`src/rtl/seq_divider.sv`:
```
// Iterative 32-bit signed divider: restoring shift-subtract, one quotient bit per clock.
// Fixed 33-cycle latency from start strobe to the one-cycle result-ready pulse.
module seq_divider (
    input  logic        clock,
    input  logic        reset_n,
    input  logic        ctrl_DIV,
    input  logic [31:0] data_operandA,
    input  logic [31:0] data_operandB,
    output logic [31:0] data_result,
    output logic        data_exception,
    output logic        data_resultRDY,
    output logic        busy
);

    localparam logic [1:0] StIdle = 2'd0;
    localparam logic [1:0] StRun  = 2'd1;
    localparam logic [1:0] StDone = 2'd2;

    logic [1:0]  state_q, state_d;
    logic [4:0]  count_q, count_d;
    logic [31:0] a_q, a_d;
    logic [31:0] b_q, b_d;
    // Partial remainder always stays below |B| <= 2^31, so bit 32 is never kept.
    logic [31:0] r_q, r_d;
    logic [31:0] q_q, q_d;
    logic        neg_q, neg_d;
    logic        dz_q, dz_d;
    logic [31:0] result_q, result_d;
    logic        exc_q, exc_d;

    logic [31:0] abs_a, abs_b;
    logic [32:0] r_shift, diff;
    logic [31:0] q_next;
    logic [4:0]  bit_idx;
    logic        q_bit;

    always_comb begin
        abs_a   = data_operandA[31] ? (~data_operandA + 32'd1) : data_operandA;
        abs_b   = data_operandB[31] ? (~data_operandB + 32'd1) : data_operandB;
        bit_idx = 5'd31 - count_q;
        r_shift = {r_q, a_q[bit_idx]};
        diff    = r_shift + ~{1'b0, b_q} + 33'd1;
        q_bit   = ~diff[32];
        q_next  = q_q;
        q_next[bit_idx] = q_bit;
    end

    always_comb begin
        state_d  = state_q;
        count_d  = count_q;
        a_d      = a_q;
        b_d      = b_q;
        r_d      = r_q;
        q_d      = q_q;
        neg_d    = neg_q;
        dz_d     = dz_q;
        result_d = result_q;
        exc_d    = exc_q;
        if (ctrl_DIV) begin
            // A start in any state (including RUN/DONE) restarts from scratch.
            state_d = StRun;
            count_d = 5'd0;
            a_d     = abs_a;
            b_d     = abs_b;
            r_d     = 32'd0;
            q_d     = 32'd0;
            neg_d   = data_operandA[31] ^ data_operandB[31];
            dz_d    = (data_operandB == 32'd0);
        end else begin
            case (state_q)
                StRun: begin
                    r_d     = q_bit ? diff[31:0] : r_shift[31:0];
                    q_d     = q_next;
                    count_d = count_q + 5'd1;
                    if (count_q == 5'd31) begin
                        state_d  = StDone;
                        exc_d    = dz_q;
                        result_d = dz_q  ? 32'd0 :
                                   neg_q ? (~q_next + 32'd1) : q_next;
                    end
                end
                StDone:  state_d = StIdle;
                default: state_d = StIdle;
            endcase
        end
    end

    always_ff @(posedge clock or negedge reset_n) begin
        if (!reset_n) begin
            state_q  <= StIdle;
            count_q  <= 5'd0;
            a_q      <= 32'd0;
            b_q      <= 32'd0;
            r_q      <= 32'd0;
            q_q      <= 32'd0;
            neg_q    <= 1'b0;
            dz_q     <= 1'b0;
            result_q <= 32'd0;
            exc_q    <= 1'b0;
        end else begin
            state_q  <= state_d;
            count_q  <= count_d;
            a_q      <= a_d;
            b_q      <= b_d;
            r_q      <= r_d;
            q_q      <= q_d;
            neg_q    <= neg_d;
            dz_q     <= dz_d;
            result_q <= result_d;
            exc_q    <= exc_d;
        end
    end

    assign data_result    = result_q;
    assign data_exception = exc_q;
    assign data_resultRDY = (state_q == StDone);
    assign busy           = (state_q != StIdle);

endmodule

```
`config.mk`:
```
export PLATFORM = sky130hd
export DESIGN_NAME = seq_divider
export DESIGN_NICKNAME = d
export VERILOG_FILES = /design/src/rtl/seq_divider.sv
export SDC_FILE = /design/constraint.sdc
export NUM_CORES = 1
export LEC_CHECK = 0
export BUFFER_PORTS_ARGS = -buffer_cell sky130_fd_sc_hd__buf_2
export CAP_MARGIN = 20
export CORE_AREA = 5 5 206 128
export CTS_BUF_LIST = sky130_fd_sc_hd__clkbuf_8
export DETAILED_ROUTE_END_ITERATION = 8
export DIE_AREA = 0 0 211 133
export GPL_TIMING_DRIVEN = 0
export PLACE_DENSITY = 0.75
export SYNTH_ARGS = -nofsm -noshare
export SYNTH_HDL_FRONTEND = slang
export SYNTH_SLANG_ARGS = --single-unit
```
`constraint.sdc`:
```
create_clock -name clock -period 8.9 [get_ports clock]
set_input_delay 2.67 -clock clock [delete_from_list [all_inputs] [get_ports clock]]
set_output_delay 2.67 -clock clock [all_outputs]
set_load 0.01 [all_outputs]
```
==> results.ini <==
[sta]
hold_viol=0
finalSetupTns_ns=0
slew_headroom_pct=42.4
drv_slew=0
worst_pin_slew_ns=0.864
rsz0062_at_grt=no
setup_viol=0
hold_ws_ns=0.480
fin_skew_ns=0.0248
period_needed_ns=8.45
fin_ws_ns=0.447
fmax_mhz=118
fin_crit_sh_pct=95.0

[clocking]
clkLatencyLatePin_ns=0.51
cts_hold_buf=0
clockBufferDepth=2
clk_pin_slew_ns=0.10
htree_levels=4
post-cts-setup-buffers=0
cts_tree=yes
cts_root_buf=clkbuf_8
cts_buffers=17
cts.sink_count=170

[route]
first_pass_iters=7
route.vias.total=11500
antenna_left=0
via_per_inst=6.15
drt_wl_total_microns=37900
drc=0
drtIter0Drc=1465
wl_per_cell_microns=20.3

[final_layout]
final_util_pct=53.2
antenna_cells=0
fin_nets=1636
fillerInstances=2351
area_growth_pct=11.8
drive_gt1_share_pct=11.9
fin_cells=1870

[synthesis]
synth_ff_type=dfrtp_1
syn_area_per_cell_sq_um=8.31
synthArstFlopShare_pct=100
synth_nets=1515
ys_ff_latch=170
synthCells=1407
seq_area_frac_synth_pct=36.4
synth_cell_types=73
synth.cell_area_sq_um=11700
synth_edf_count=0
ys_warn_count=0

[floorplan]
die_area_sq_um=28100
start_util_pct=47.6
rows=45
ios=102
core-area_sq_um=24500
die_w_microns=211
die_h_microns=133

[place]
finalWeightedCongestion=0.969
hpwl_microns=28300
port_buffers=101
place_worst_setup_slack_ns=0.0607
dp_cells=1838

[grt]
grt_pass1_wl_microns=59700
grt_util_all_layers_pct=26.8
grt_max_degree=121
grt-ovfl-total=0
antenna_found_initial=0
grt_pass1_vias=10800

[critical_path]
worst-endpoint-required_ns=9.27
critPathArrivalTime_ns=8.83
cp_max_fo=10
path_cells=clkbuf_2, mux4_2, mux4_2, nor2_1, a31oi_1, a221oi_1, ha_1, fa_1, nor2b_1, o2111a_1, nor4_1, o21ai_2, a21o_1, a211oi_4, clkbuf_1, buf_2, o31a_1, ha_1, nand3_1, a21oi_1, nand4_2, o41ai_1, xnor2_1, o21ai_1
crit_type=flip-flop to flip-flop
cpPeakStageDelay_ns=0.60
critical_path.startpoint_type=flip-flop
critical_path.slowest_cell=dfrtp_1
end_kind=flip-flop

[power_and_ir_drop]
seq_power_share_pct=36.2
p_clk_share_pct=23.6
combPwrFrac_pct=40.2
powerDensity_nw_per_um2=192
switching_share_pct=42.4
power_switching_w=0.00106
p_int_w=0.00145
peakVddDrop_mv=0.113
power.leakage_nw=5.92

[run_status]
status=complete, no violations

[worst_hold_path]
hp-class=flip-flop to flip-flop

[flow_run]
max_cap_violations=0

-- worst paths after layout --
check / startpoint / cells after the start / slack (ns) / endpoint
min in group asynchronous: reset_n / 1 / 2.07 / b_q[6]
min reg2reg: data_result[1] / 2 / 0.48 / data_result[1]
min: data_result[1] / 2 / 0.48 / data_result[1]
max reg2reg: count_q[0] / 24 / 0.45 / data_result[30]
max: count_q[0] / 24 / 0.45 / data_result[30]
max in group asynchronous: reset_n / 2 / 5.86 / data_result[31]
-- layout by cell type (no fill, tap or decap), types with 43 or more instances in the layout --
master | Yosys | final
nand2_1 | 179 | 179
dfrtp_1 | 170 | 170
nor2_1 | 162 | 162
a21oi_1 | 124 | 124
buf_2 | 5 | 106
o21ai_0 | 102 | 102
xor2_1 | 71 | 71
clkbuf_1 | 69 | 68
inv_1 | 61 | 62
a211oi_1 | 43 | 43
-- routing by layer --
| layer | part of all wire (%) | vias up | global-route usage [%] |
|---|---|---|---|
| li1 | - | 5263 | - |
| met1 | 44 | 5493 | 40.2 |
| met2 | 40 | 656 | 36.2 |
| met3 | 14 | 79 | 10.0 |
| met4 | 2.1 | 2 | 7.12 |
| met5 | 0.10 | - | 0 |
-- what timing repair did --
| action | in CTS | in global routing |
|---|---|---|
| pin swaps | 0 | 0 |
| resized for setup | 1 | 3 |
| setup endpoints to repair | 1 | 8 |
-- synth_stat cells, types with 24 or more instances --
cell	n	share of area, %
a211oi_1	43	2.8
a21oi_1	124	5.3
clkbuf_1	69	2.2
dfrtp_1	170	36
ha_1	40	4.3
inv_1	61	2.0
nand2_1	179	5.7
nor2_1	162	5.2
o21ai_0	102	4.4
o31ai_1	24	1.5
xnor2_1	40	3.0
xor2_1	71	5.3
-- worst max-delay path: cells and delay by family, from the launching register on --
family	cells	cell delay (ns)
adders and majority gates	3	0.75
buffers and inverters	3	1.46
AOI/OAI and AO/OA	10	3.20
DFF	1	0.60
muxes	2	1.03
xor gates and xnor gates	1	0.18
and+or+nand+nor	5	1.07
-- cells by family after synthesis --
kind of cell	count (synthesis)	synth area share, %
adders and majority gates	41	4.45
DFF	170	36.4
and+or+nand+nor	494	19.6
muxes	20	2.73
AOI/OAI and AO/OA	425	23.8
buffers and inverters	146	4.74
xor gates and xnor gates	111	8.32
-- state kept, by name, indices dropped and copies added (netlist names) --
signal and count:
b_q 32, data_exception 1, dz_q 1, a_q 32, count_q 5, r_q 32, state_q 2, data_result 32
neg_q 1, q_q 32
-- through the flow --
step	power, W	area, sq um
after global routing	0.00264	13100
after global placement	0.00186	12600
after CTS	0.00247	13100
after detailed placement	0.00189	12600
final	0.00251	13100
after floorplan	0.00155	11700
-- layout make-up --
| cell class | instances | area, sq um | share of cell area [%] |
|---|---|---|---|
| buffer | 85 | 328 | 2.51 |
| clock buffer | 20 | 275 | 2.11 |
| clock inverter | 12 | 136 | 1.04 |
| inverter | 61 | 229 | 1.75 |
| multi-input combinational | 1091 | 6890 | 52.7 |
| sequential | 170 | 4250 | 32.6 |
| tap | 329 | 412 | 3.15 |
| timing repair buffer | 102 | 543 | 4.16 |
-- power by group through the flow --
stage	Sequential [W]	Clock, W	Combinational [W]
global route	0.000917	0.000623	0.00110
global placement	0.000916	0	0.000941
detailed placement	0.000921	0	0.000966
CTS	0.000907	0.000592	0.000972
floorplan	0.000900	0	0.000651
finish	0.000908	0.000591	0.00101
Power figures use the tool's default switching activity.
